$ cat config.mk
export PLATFORM = sky130hd
export DESIGN_NAME = valu_writeback_flat
export DESIGN_NICKNAME = d
export VERILOG_FILES = /design/src/rtl/valu_writeback_if.sv /design/src/rtl/valu_writeback.sv /design/src/flat_wrapper.sv
export SDC_FILE = /design/constraint.sdc
export NUM_CORES = 1
export LEC_CHECK = 0
export CORE_MARGIN = 8
export CORE_UTILIZATION = 40
export DETAILED_ROUTE_END_ITERATION = 6
export PLACE_DENSITY_LB_ADDON = 0.08
export SETUP_SLACK_MARGIN = 0.4
export SKIP_CTS_REPAIR_TIMING = 1
export SYNTH_ARGS = -nofsm -noshare
export SYNTH_HDL_FRONTEND = slang
export SYNTH_SLANG_ARGS = --single-unit
$ cat constraint.sdc
create_clock -name clk -period 2.8 [get_ports clk]
set_input_delay 0.42 -clock clk [delete_from_list [all_inputs] [get_ports clk]]
set_output_delay 0.42 -clock clk [all_outputs]
set_load 0.03 [all_outputs]
$ cat src/rtl/valu_writeback_if.sv
// Bundle of the ALU result beat, VRF write port and scalar-result FIFO port
// of the vector ALU writeback stage.
interface valu_writeback_if #(
  parameter int DATA_WIDTH = 64,
  parameter int ADDR_WIDTH = 32,
  parameter int FIFO_DEPTH = 4
);
  localparam int CW = $clog2(FIFO_DEPTH) + 1;

  logic [DATA_WIDTH-1:0] in_vec;
  logic                  in_valid;
  logic [ADDR_WIDTH-1:0] in_addr;
  logic                  in_w_reg;
  logic                  in_sca;

  logic                  vrf_wr_en;
  logic [ADDR_WIDTH-1:0] vrf_wr_addr;
  logic [DATA_WIDTH-1:0] vrf_wr_data;

  logic [DATA_WIDTH-1:0] sca_data;
  logic                  sca_valid;
  logic                  sca_ready;
  logic                  sca_overflow;
  logic [CW-1:0]         fifo_count;
  logic                  busy;

  // master: ALU pipeline plus scalar consumer; slave: the writeback stage.
  modport master (
    output in_vec, in_valid, in_addr, in_w_reg, in_sca, sca_ready,
    input  vrf_wr_en, vrf_wr_addr, vrf_wr_data,
    input  sca_data, sca_valid, sca_overflow, fifo_count, busy
  );

  modport slave (
    input  in_vec, in_valid, in_addr, in_w_reg, in_sca, sca_ready,
    output vrf_wr_en, vrf_wr_addr, vrf_wr_data,
    output sca_data, sca_valid, sca_overflow, fifo_count, busy
  );
endinterface

$ cat src/rtl/valu_writeback.sv
// Vector ALU writeback: registers VRF writes one cycle after the result beat and
// buffers scalar results in a first-word-fall-through FIFO with a sticky overflow flag.
module valu_writeback #(
  parameter int DATA_WIDTH = 64,
  parameter int ADDR_WIDTH = 32,
  parameter int FIFO_DEPTH = 4
) (
  input logic             clk,
  input logic             rst,
  valu_writeback_if.slave wb
);
  localparam int PW = $clog2(FIFO_DEPTH);
  localparam int CW = PW + 1;
  localparam logic [CW-1:0] FULL_COUNT = CW'(FIFO_DEPTH);

  logic [DATA_WIDTH-1:0] mem [FIFO_DEPTH];
  logic [PW-1:0]         rd_ptr;
  logic [PW-1:0]         wr_ptr;
  logic [CW-1:0]         count;
  logic                  overflow;

  logic                  vrf_en;
  logic [ADDR_WIDTH-1:0] vrf_addr;
  logic [DATA_WIDTH-1:0] vrf_data;

  logic                  vrf_req;
  logic                  push_req;
  logic                  full;
  logic                  do_pop;
  logic                  do_push;

  // A full FIFO still accepts a push when the head leaves in the same cycle.
  always_comb begin
    vrf_req  = wb.in_valid & wb.in_w_reg;
    push_req = wb.in_valid & wb.in_sca;
    full     = (count == FULL_COUNT);
    do_pop   = (count != '0) & wb.sca_ready;
    do_push  = push_req & (~full | do_pop);
  end

  // NOTE: sequential state uses non-blocking assignments so every register
  // samples the pre-edge value of its neighbours, independent of block order.
  always_ff @(posedge clk) begin
    if (rst) begin
      vrf_en   <= 1'b0;
      vrf_addr <= '0;
      vrf_data <= '0;
    end else begin
      vrf_en   <= vrf_req;
      vrf_addr <= vrf_req ? wb.in_addr : '0;
      vrf_data <= vrf_req ? wb.in_vec  : '0;
    end
  end

  always_ff @(posedge clk) begin
    if (rst) begin
      rd_ptr   <= '0;
      wr_ptr   <= '0;
      count    <= '0;
      overflow <= 1'b0;
    end else begin
      if (do_push) wr_ptr <= wr_ptr + PW'(1);
      if (do_pop)  rd_ptr <= rd_ptr + PW'(1);
      if (do_push && !do_pop)      count <= count + CW'(1);
      else if (do_pop && !do_push) count <= count - CW'(1);
      if (push_req && full && !do_pop) overflow <= 1'b1;
    end
  end

  // NOTE: storage is cleared on reset because the head is visible on sca_data
  // immediately and must read 0 until the first push.
  always_ff @(posedge clk) begin
    if (rst) begin
      for (int i = 0; i < FIFO_DEPTH; i++) mem[i] <= '0;
    end else if (do_push) begin
      mem[wr_ptr] <= wb.in_vec;
    end
  end

  assign wb.vrf_wr_en    = vrf_en;
  assign wb.vrf_wr_addr  = vrf_addr;
  assign wb.vrf_wr_data  = vrf_data;
  assign wb.sca_data     = mem[rd_ptr];
  assign wb.sca_valid    = (count != '0);
  assign wb.sca_overflow = overflow;
  assign wb.fifo_count   = count;
  assign wb.busy         = vrf_en | (count != '0);
endmodule

$ cat src/flat_wrapper.sv
// flat-port wrapper written by rule: the top's interface ports become plain ports
module valu_writeback_flat 
#(
  parameter int DATA_WIDTH = 64,
  parameter int ADDR_WIDTH = 32,
  parameter int FIFO_DEPTH = 4
)
  (clk, rst, wb_in_vec, wb_in_valid, wb_in_addr, wb_in_w_reg, wb_in_sca, wb_sca_ready, wb_vrf_wr_en, wb_vrf_wr_addr, wb_vrf_wr_data, wb_sca_data, wb_sca_valid, wb_sca_overflow, wb_fifo_count, wb_busy);
  valu_writeback_if #(.DATA_WIDTH(DATA_WIDTH), .ADDR_WIDTH(ADDR_WIDTH), .FIFO_DEPTH(FIFO_DEPTH)) wb_i ();
  input logic clk;
  input logic rst;
  input wire logic [$bits(wb_i.in_vec)-1:0] wb_in_vec;
  input wire logic [$bits(wb_i.in_valid)-1:0] wb_in_valid;
  input wire logic [$bits(wb_i.in_addr)-1:0] wb_in_addr;
  input wire logic [$bits(wb_i.in_w_reg)-1:0] wb_in_w_reg;
  input wire logic [$bits(wb_i.in_sca)-1:0] wb_in_sca;
  input wire logic [$bits(wb_i.sca_ready)-1:0] wb_sca_ready;
  output wire logic [$bits(wb_i.vrf_wr_en)-1:0] wb_vrf_wr_en;
  output wire logic [$bits(wb_i.vrf_wr_addr)-1:0] wb_vrf_wr_addr;
  output wire logic [$bits(wb_i.vrf_wr_data)-1:0] wb_vrf_wr_data;
  output wire logic [$bits(wb_i.sca_data)-1:0] wb_sca_data;
  output wire logic [$bits(wb_i.sca_valid)-1:0] wb_sca_valid;
  output wire logic [$bits(wb_i.sca_overflow)-1:0] wb_sca_overflow;
  output wire logic [$bits(wb_i.fifo_count)-1:0] wb_fifo_count;
  output wire logic [$bits(wb_i.busy)-1:0] wb_busy;
  assign wb_i.in_vec = wb_in_vec;
  assign wb_i.in_valid = wb_in_valid;
  assign wb_i.in_addr = wb_in_addr;
  assign wb_i.in_w_reg = wb_in_w_reg;
  assign wb_i.in_sca = wb_in_sca;
  assign wb_i.sca_ready = wb_sca_ready;
  assign wb_vrf_wr_en = wb_i.vrf_wr_en;
  assign wb_vrf_wr_addr = wb_i.vrf_wr_addr;
  assign wb_vrf_wr_data = wb_i.vrf_wr_data;
  assign wb_sca_data = wb_i.sca_data;
  assign wb_sca_valid = wb_i.sca_valid;
  assign wb_sca_overflow = wb_i.sca_overflow;
  assign wb_fifo_count = wb_i.fifo_count;
  assign wb_busy = wb_i.busy;
  valu_writeback #(.DATA_WIDTH(DATA_WIDTH), .ADDR_WIDTH(ADDR_WIDTH), .FIFO_DEPTH(FIFO_DEPTH)) u_core (.clk(clk), .rst(rst), .wb(wb_i));
endmodule
---- Word-level counts from Yosys, hierarchy flattened ----
Memory sizes are Yosys's and may differ from the RTL's. A register that Yosys moved wholly into a read port is not among the register bits.
Cells that the tools add are included.
storage, ports and cells
  register bits ........................... 105
  RAM bits ................................ 256
  output and inout bits ................... 167
  logic and storage cells ................. 43
  memories kept ........................... 1
operators by class
  add/subtract/negate cells ............... 4
  equal/unequal tests ..................... 1
  mux-type cells .......................... 12
  bitwise gates (word level) .............. 8
  reduce and logical (&&, ||, !) cells .... 10
memory list
  memory      depth  width  read ports  clocked after memory_dff  wr ports  RTL line              text
  u_core.mem  4      64     1           1                         4         valu_writeback.sv:16  logic [DATA_WIDTH-1:0] mem [FIFO_DEPTH];
operator list
  cell                 count
  $mux 64              1
  $reduce_or 64->1     1
  $mux 1               6
  $mux 2               3
  $mux 3               2
  $add 2x1->2 const B  2
  $and 1x1->1          4
  $logic_and 1x1->1    4
  $add 3x1->3 const B  1
  $eq 3x3->1 const B   1
  $reduce_bool 3->1    1
  $sub 3x1->3 const B  1
  $logic_not 1->1      2
  $not 1->1            2
  $or 1x1->1           2
  $reduce_bool 2->1    1
  $reduce_or 2->1      1

---- Longest topological paths before layout ----
Gate-level depths: netlist of the first run.
  depth after elaboration ................. 9
  depth in mapped cells ................... 9
  mapped depth without buffers ............ 9

---- Worst setup path before layout of the first run ----
OpenSTA, ideal clock, no wires.
  path type ............................... reg-to-reg
  start ................................... register u_core.count[0], in the netlist u_core.wb.fifo_count[0]
  end ..................................... memory u_core.mem[1][0] (enable)
  arrival ................................. 2.646 ns
  data required time ...................... 2.367 ns
  path slack .............................. -0.279 ns
  stages on the path, launching flop included .. 4
  buffers on the path ..................... 0
  clock period less this slack ............ 3.079 ns
  path through ............................ dfxtp_1 nor4b_1 or3_1 nand2b_1
RTL lines
  item                    RTL line              text
  start, declared         valu_writeback.sv:19  logic [CW-1:0] count;
  start signal, assigned  valu_writeback.sv:64  if (do_push && !do_pop) count <= count + CW'(1);
  start signal, assigned  valu_writeback.sv:65  else if (do_pop && !do_push) count <= count - CW'(1);
  end, declared           valu_writeback.sv:16

==> summary.md, run 1 <==
| Metric | Value |
|---|---|
| Crit. End Element | `output pin` |
| Die ar. | `0.0411 mm2` |
| Via Count | `8282` |
| Worst Setup Start Kind | `flip-flop` |
| Post-synth top area share | `0.551` |
| Critical path buffers and inverters | `2` |
| CTS clk-pin slew, worst paths | `0.05 ns` |
| Cell count after synthesis | `947` |
| DP Wirelength | `22300 um` |
| First-pass GRT wire length | `55000 um` |
| Placement Cell Area | `0.0173 mm2` |
| N_diodes | `0` |
| Die H | `203 um` |
| Most common cell in the netlist | `edfxtp_1` |
| Layout cells sized above 1 | `0.163` |
| Vias per cell | `4.83` |
| Register bit total from synthesis | `363` |
| Met2 routed WL | `16700 um` |
| Syn_area_per_cell | `14.7 um2` |
| Root Buffer | `clkbuf_16` |
| Yosys cell types | `33` |
| M1 WL | `15600 um` |
| Deepest clock path buffer count | `3` |
| Placed insts | `1640` |
| Peak supply drop | `417 uV` |
| Crit path required time | `2.38 ns` |
| Final Core Density | `0.539` |
| Reg2reg end | `u_core.wb.fifo_count[2]` |
| GRT Residual Overflow | `0` |
| Top cells by area, synth | `edfxtp_1 55%, dfxtp_1 15%, mux4_2 10%, nor2_1 6.8%, and2_1 4.3%` |
| Maxcap violations | `0` |
| DR pass1 iterations | `4` |
| TritonCTS clock tree | `done` |
| Final Cycle Share | `0.873` |
| P per Cell Area | `755 mW/mm2` |
| Core Area | `0.0345 mm2` |
| Nets | `1335` |
| Worst flop-to-flop path startpoint | `u_core.wb.fifo_count[1]` |
| H-tree depth | `2` |
| Met3 WL post-DR | `2690 um` |
| Post-synth EDFFs | `256` |
| Row Count | `68` |
| Initial antenna violation count | `2` |
| Hold Violations, Final | `0` |
| Critical Path AT | `2.02 ns` |
| Critical Path, Cell by Cell | `buf_12, mux4_2, dlymetal6s2s_1` |
| RePlAce Congestion | `0.719` |
| Hold WC Path Type | `in2reg` |
| # clock sinks | `363` |
| Fmax achieved | `409 MHz` |
| Cell count of the worst reg-to-reg path | `9` |
| Largest net degree at the start of global routing | `65` |
| Internal reg-to-reg setup slack | `0.55 ns` |
| Highest routed metal layer | `met5` |
| Seq/Total Area, Yosys | `0.704` |
| Relative slew slack | `0.599` |
| Layout area overhead | `33.1%` |
| Commonest register cell after synthesis | `edfxtp_1` |
| Final instance area | `0.0186 mm2` |
| 1st-iter DRT viols | `358` |
| Crit path time final | `2.44 ns` |
| Area leader, netlist | `edfxtp_1` |
| Inserted Clock Buffers | `40` |
| Status | `complete, no violations` |
| Vias in the first global route | `9137` |
| GRT Total Usage | `0.172` |
| Kind of critical path | `reg2out` |
| Slew Limit Fails | `0` |
| Syn. warnings | `0` |
| Maximum fanout along the worst path | `16` |
| Setup TNS | `0 ns` |
| Crit path to | `wb_sca_data[38]` |
| Io pins | `269` |
| Routed wire length | `35600 um` |
| Crit. path cell count | `3` |
| Clk_skew | `0.00844 ns` |
| Non-Filler Instances | `1716` |
| Worst Max-Slew Pin Slew | `0.594 ns` |
| Slowest library cell on the worst path | `mux4_2` |
| Post-Syn Nets | `1051` |
| Synth top cells by count | `256 x edfxtp_1, 254 x nor2_1, 107 x dfxtp_1` |
| Worst-Skew Late Latency | `0.51 ns` |
| Critical path's largest stage delay | `0.56 ns` |
| Static leakage | `0.00719 uW` |
| RSZ-0062 raised after global routing | `yes` |
| Initial Util | `0.405` |
| DRC | `0` |
| CP delay by family, top | `multiplexers` |
| ANT nets after route | `0` |
| IO Port Bufs | `268` |
| Mapped Area | `0.0140 mm2` |
| DR WL/cell | `20.7 um` |
| Post-synth ARST share | `0` |
| Worst Hold Margin | `0.330 ns` |
| Overall die width | `203 um` |
| Final Setup Violations | `0` |
[per-layer routing]
| layer | global-route usage | vias up |
|---|---|---|
| met5 | 0 | - |
| met4 | 0.0337 | 4 |
| met3 | 0.0567 | 51 |
| met2 | 0.284 | 240 |
| met1 | 0.219 | 4103 |
| li1 | - | 3884 |
[layout make-up]
cell class	instances	area, um2
clock inverters	9	66.3
well taps	455	569
repair buffers	303	3130
clock buffers	63	1190
fillers	2953	15900
inverters	2	7.51
flip-flops and latches	363	9840
multi-input cells	521	3780
[worst reg2reg max path, delay by kind of cell (launching register included)]
kind            cells  cell delay (ns)
simple gates        3             1.03
flops               1             0.39
buf+inv             2             0.14
xor+xnor            1             0.07
fa+ha+maj           2             0.40
compound gates      1             0.16
[cells by family after synthesis]
kind of cell	after synthesis	share of synthesized area
AND/OR/NAND/NOR	441	0.154
flip-flops	363	0.704
multiplexers	65	0.104
buffers and inverters	63	0.0294
AO/OA/AOI/OAI	9	0.00394
XOR/XNOR	4	0.00251
adder cells (fa/ha/maj)	2	0.00233
[stage by stage]
stage | worst slack [ns] | power, uW
5_1_grt | 0.269 | 14600
3_5_place_dp | 0.100 | 9310
2_1_floorplan | 0.425 | 7990
4_1_cts | -0.161 | 14400
6_report | 0.357 | 14000
3_3_place_gp | 0.151 | 9300
[registers in the layout, summed over array words and instances, names as in the netlist, named ones only]
name,cells
u_core.wb.fifo_count,3
u_core.wb.vrf_wr_en,1
u_core.wb.sca_overflow,1
u_core.wr_ptr,2
u_core.mem,256
u_core.wb.vrf_wr_addr,32
u_core.rd_ptr,2
u_core.wb.vrf_wr_data,64
[where the power goes]
part,internal [uW],switching (uW),total (uW)
registers,6060,127,6190
logic,1210,1620,2830
clock network,2990,2010,5000
[worst min path at each step]
stage / cells after the start / startpoint / slack [ns] / to
after floorplan: 2 / u_core.rd_ptr[1] / 0.48 / flip-flop
after global placement: 2 / u_core.wb.sca_overflow / 0.46 / u_core.wb.sca_overflow
after detailed placement: 2 / u_core.wb.sca_overflow / 0.46 / u_core.wb.sca_overflow
after CTS: 2 / rst / 0.32 / u_core.wb.sca_overflow
after global routing: 2 / rst / 0.35 / u_core.wr_ptr[1]
final: 2 / rst / 0.33 / u_core.wb.sca_overflow
[layout by cell type, fill, tap and decap left out, types with 3 or more instances in the layout]
cell type	Yosys	routed
mux4_2	64	64
clkbuf_2	1	22
nor2_2	10	10
nor2_1	254	254
clkinv_2	0	5
clkinv_1	0	3
buf_4	13	22
a21oi_1	3	3
buf_12	1	17
edfxtp_1	256	256
nand2b_4	0	3
clkdlybuf4s50_1	0	201
and2_1	97	97
clkbuf_16	0	41
xor2_1	4	4
o21ai_0	3	3
clkbuf_8	0	8
nand2b_1	68	65
clkbuf_1	22	14
dfxtp_1	107	104
dlymetal6s2s_1	0	39
(Power assumes the default switching activity.)
==> run 2, diff against run 1 <==
Settings changed: CAP_MARGIN from default to 20, CORE_MARGIN 8 to default, SLEW_MARGIN from default to 30.
==> run 2 against run 1 <==
  * Hold slack better by 0.13 ns
  * Clock-buffer cell count down 7
  * Routed wire length down 8.3%
  * Register-to-register slack better by 0.04 ns
  * Clock power down 2%
  * Global-route usage up 1.4 points
  * Critical endpoint is now wb_sca_data[6]
==> summary.md, run 2 (synthesized netlist as in run 1, its figures left out) <==
| Metric | Value |
|---|---|
| Critical Path AT | `2.01 ns` |
| Met2 routed WL | `15900 um` |
| IO Port Bufs | `268` |
| GRT Residual Overflow | `0` |
| GRT Total Usage | `0.186` |
| Vias per cell | `4.84` |
| H-tree depth | `2` |
| Relative slew slack | `0.524` |
| Setup TNS | `0 ns` |
| M1 WL | `13900 um` |
| Die H | `189 um` |
| Multi-input combinational cell area | `0.00378 mm2` |
| DR pass1 iterations | `4` |
| Initial antenna violation count | `1` |
| TritonCTS clock tree | `done` |
| Routed wire length | `32600 um` |
| Layout area overhead | `33.7%` |
| 1st-iter DRT viols | `467` |
| Deepest clock path buffer count | `3` |
| Clk_skew | `0.0168 ns` |
| Sw Share | `0.267` |
| Maxcap violations | `0` |
| Nets | `1332` |
| Root Buffer | `clkbuf_16` |
| Placed insts | `1639` |
| Row Count | `68` |
| Final Setup Violations | `0` |
| Core Area | `0.0345 mm2` |
| Largest net degree at the start of global routing | `76` |
| Non-Filler Instances | `1713` |
| Layout cells sized above 1 | `0.138` |
| Final Core Density | `0.541` |
| Hold Violations, Final | `0` |
| Kind of critical path | `reg2out` |
| CTS clk-pin slew, worst paths | `0.06 ns` |
| Clock power share | `0.352` |
| Via Count | `8283` |
| Critical path's largest stage delay | `0.53 ns` |
| RSZ-0062 raised after global routing | `yes` |
| Io pins | `269` |
| # clock sinks | `363` |
| Most common cell after layout, fill and taps aside | `edfxtp_1` |
| ANT nets after route | `0` |
| Worst Max-Slew Pin Slew | `0.705 ns` |
| Peak supply drop | `677 uV` |
| Critical path buffers and inverters | `2` |
| N_diodes | `0` |
| Worst-Skew Late Latency | `0.52 ns` |
| Pre-CTS setup slack | `0.101 ns` |
| NetSw | `3720 uW` |
| Fmax achieved | `412 MHz` |
| Final Cycle Share | `0.868` |
| Gate power share | `0.204` |
| Crit. End Element | `output pin` |
| Most frequent cells in the layout | `256 x edfxtp_1, 254 x nor2_1, 202 x clkdlybuf4s50_1, 103 x dfxtp_1, 97 x and2_1` |
| Final setup margin | `0.370 ns` |
| Overall die width | `189 um` |
| CP delay by family, top | `buffers and inverters` |
| # fillers | `2910` |
| Highest routed metal layer | `met4` |
| Worst Hold Margin | `0.457 ns` |
| Max reg flops | `256` |
| Largest register by flop count | `u_core.mem` |
| RePlAce Congestion | `0.719` |
| Register area | `0.00984 mm2` |
| Vias in the first global route | `8809` |
| DP Wirelength | `19400 um` |
| Critical Path, Cell by Cell | `clkbuf_16, mux4_2, dlymetal6s2s_1` |
| First-pass GRT wire length | `50500 um` |
| Status | `complete, no violations` |
| Internal power | `10200 uW` |
| P per Cell Area | `748 mW/mm2` |
| Crit path time final | `2.43 ns` |
| Worst Setup Start Kind | `flip-flop` |
| Slowest library cell on the worst path | `mux4_2` |
| Inserted Clock Buffers | `40` |
| Slew Limit Fails | `0` |
| Hold WC Path Type | `in2reg` |
| DRC | `0` |
| Static leakage | `0.00745 uW` |
| Maximum fanout along the worst path | `21` |
| Sequential fraction of design power | `0.444` |
| Initial Util | `0.405` |
| Die ar. | `0.0356 mm2` |
| Crit path required time | `2.38 ns` |
| Met3 WL post-DR | `2320 um` |
| DR WL/cell | `19.1 um` |
-- run 2: cell types whose count changed in the layout (fill, tap and decap cells not counted), moves of 2 or more --
| cell | previous run | this run |
|---|---|---|
| clkbuf_2 | 22 | 1 |
| clkbuf_8 | 8 | 1 |
| clkinv_1 | 3 | 7 |
| buf_12 | 17 | 11 |
| clkinv_2 | 5 | 7 |
| buf_4 | 22 | 19 |
| dlymetal6s2s_1 | 39 | 64 |
-- run 2: power groups by stage --
| stage | Clock, uW | Combinational (uW) | Sequential, uW |
|---|---|---|---|
| 6_report | 4910 | 2840 | 6200 |
| 5_1_grt | 5270 | 3010 | 6230 |
| 4_1_cts | 5040 | 2930 | 6190 |
| 3_5_place_dp | 0 | 2920 | 6310 |
| 3_3_place_gp | 0 | 2920 | 6300 |
| 2_1_floorplan | 0 | 1640 | 6350 |
-- run 2: final timing paths --
path / from / endpoint / slack (ns) / cells after the start
setup / recovery: flip-flop / wb_sca_data[6] / 0.37 / 3
hold / removal: wb_in_addr[9] / u_core.wb.vrf_wr_addr[9] / 0.46 / 2
setup reg to reg: u_core.wb.fifo_count[1] / u_core.wb.fifo_count[2] / 0.59 / 9
hold reg to reg: u_core.wb.sca_overflow / u_core.wb.sca_overflow / 0.47 / 2
-- run 2: layout make-up --
type | instances | area share
multi-input combinational | 521 | 0.203
sequential | 363 | 0.527
tap | 455 | 0.0305
clock inverter | 16 | 0.00651
inverter | 2 | 0.000402
timing repair buffer | 300 | 0.174
clock buffer | 56 | 0.0585
-- run 2: stage by stage --
| stage | power (uW) | instance area (um2) |
|---|---|---|
| 2_1_floorplan | 7990 | 14000 |
| 3_3_place_gp | 9220 | 17200 |
| 3_5_place_dp | 9230 | 17200 |
| 4_1_cts | 14200 | 18500 |
| 5_1_grt | 14500 | 18700 |
| 6_report | 13900 | 18700 |
-- run 2: routing by layer --
metal,vias to the layer above,track usage
li1,3869,-
met2,257,0.308
met1,4118,0.243
met5,-,0
met4,0,0.0518
met3,39,0.0471
==> run 3, diff against run 2 <==
Settings changed: SETUP_SLACK_MARGIN 0.4 to default.
==> run 3 against run 2 <==
  * Flip-flop and latch count did not move
  * Routed wire length fell by 0.19%
  * Sequential share of layout area rose by 0.10 points
  * First-iteration DRC count rose by 0.86%
  * Combinational power barely moved
  * Clock-buffer cell count did not move
  * Hold slack got worse by 0.0028 ns
  * Global-route usage did not move
  * Utilization fell by 0.12 points
==> summary.md, run 3 (synthesized netlist as in run 1, its figures left out) <==
| Metric | Value |
|---|---|
| Status | `complete, no violations` |
| Critical path's largest stage delay | `0.61 ns` |
| Relative slew slack | `0.534` |
| Io pins | `269` |
| Maximum fanout along the worst path | `22` |
| Hold Violations, Final | `0` |
| Critical Path AT | `2.31 ns` |
| # clock sinks | `363` |
| Peak supply drop | `679 uV` |
| Slew Limit Fails | `0` |
| Crit path required time | `2.38 ns` |
| Final Cycle Share | `0.975` |
| Critical Path, Cell by Cell | `buf_12, mux4_2, clkdlybuf4s50_1` |
| Fmax achieved | `366 MHz` |
| Worst Hold Margin | `0.454 ns` |
| Layout cells sized above 1 | `0.135` |
| IO Port Bufs | `268` |
| TritonCTS clock tree | `done` |
| ANT nets after route | `0` |
| GRT Residual Overflow | `0` |
| Vias per cell | `4.83` |
| Die H | `189 um` |
| GRT Total Usage | `0.186` |
| Root Buffer | `clkbuf_16` |
| DRC | `0` |
| Overall power | `14000 uW` |
| Max reg flops | `256` |
| Clk_skew | `0.0181 ns` |
| Most frequent cells in the layout | `256 x edfxtp_1, 254 x nor2_1, 218 x clkdlybuf4s50_1, 105 x dfxtp_1, 97 x and2_1` |
| H-tree depth | `2` |
| CTS clk-pin slew, worst paths | `0.06 ns` |
| Most common cell after layout, fill and taps aside | `edfxtp_1` |
| Deepest clock path buffer count | `3` |
| Crit. End Element | `output pin` |
| Worst-Skew Late Latency | `0.52 ns` |
| Kind of critical path | `reg2out` |
| Via Count | `8282` |
| Slowest library cell on the worst path | `clkdlybuf4s50_1` |
| Final Setup Violations | `0` |
| # fillers | `2920` |
| Initial Util | `0.405` |
| Vias in the first global route | `8809` |
| Initial antenna violation count | `1` |
| Overall die width | `189 um` |
| Core Area | `0.0345 mm2` |
| Static leakage | `0.00725 uW` |
| First-pass GRT wire length | `50500 um` |
| Die ar. | `0.0356 mm2` |
| Multi-input combinational cell area | `0.00378 mm2` |
| Worst Setup Start Kind | `flip-flop` |
| Crit path time final | `2.73 ns` |
| Largest net degree at the start of global routing | `76` |
| Largest register by flop count | `u_core.mem` |
| Setup TNS | `0 ns` |
| RePlAce Congestion | `0.719` |
| Hold WC Path Type | `in2reg` |
| Maxcap violations | `0` |
| DR pass1 iterations | `4` |
| Layout area overhead | `33.4%` |
| Final Core Density | `0.540` |
| Row Count | `68` |
| Routed wire length | `32600 um` |
| 1st-iter DRT viols | `471` |
| Nets | `1331` |
| P per Cell Area | `750 mW/mm2` |
| DP Wirelength | `19400 um` |
| Inserted Clock Buffers | `40` |
| DR WL/cell | `19.0 um` |
| Register area | `0.00984 mm2` |
| Worst Max-Slew Pin Slew | `0.691 ns` |
[run 3: cell count changes in the layout (fill, tap and decap cells not counted)]
cell / delta
dlymetal6s2s_1: -15
diode_2: +1
clkdlybuf4s50_1: +16
buf_4: -1
dfxtp_1: +2
dfxtp_2: -2
clkbuf_2: -1
[run 3: layer usage]
metal  vias up  global-route usage  part of all wire
li1       3869                   -                 -
met1      4102               0.243              0.42
met2       273               0.308              0.48
met3        38              0.0471             0.083
met4         0              0.0518             0.015
met5         -                   0                 0
[run 3: final timing paths]
kind | slack, ns | startpoint | cells past startpoint | end
worst max-delay path | 0.07 | flip-flop | 3 | wb_sca_data[34]
worst min-delay path | 0.45 | wb_in_addr[9] | 2 | u_core.wb.vrf_wr_addr[9]
worst max register to register | 0.52 | u_core.wb.fifo_count[0] | 9 | u_core.wb.fifo_count[2]
worst min register to register | 0.47 | u_core.wb.sca_overflow | 2 | u_core.wb.sca_overflow
[run 3: power breakdown]
part           switching [uW]  total, uW  internal [uW]
sequential                131       6190           6060
clock                    2010       4910           2900
combinational            1580       2850           1280
total                    3720      14000          10200
[run 3: final cells by class]
class / count / area share
diodes: 1 / 0.000134
clock buffers: 56 / 0.0587
well taps: 455 / 0.0306
repair buffers: 299 / 0.172
flip-flops and latches: 363 / 0.528
inverters: 2 / 0.000403
multi-input cells: 521 / 0.203
clock inverters: 16 / 0.00652
[run 3: metrics by stage]
stage / std cells / setup WS (ns) / instance area (um2)
detailed placement: 1639 / 0.101 / 17200
floorplan: 947 / 0.425 / 14000
global route: 1712 / -0.000882 / 18600
CTS: 1711 / -0.145 / 18500
finish: 1713 / 0.0704 / 18600
global placement: 1639 / 0.140 / 17200
[run 3: critical path, delay by kind of cell, from the launching register on]
| kind | cells | cell delay, ns |
|---|---|---|
| buffers and inverters | 2 | 0.84 |
| DFF | 1 | 0.40 |
| muxes | 1 | 0.54 |
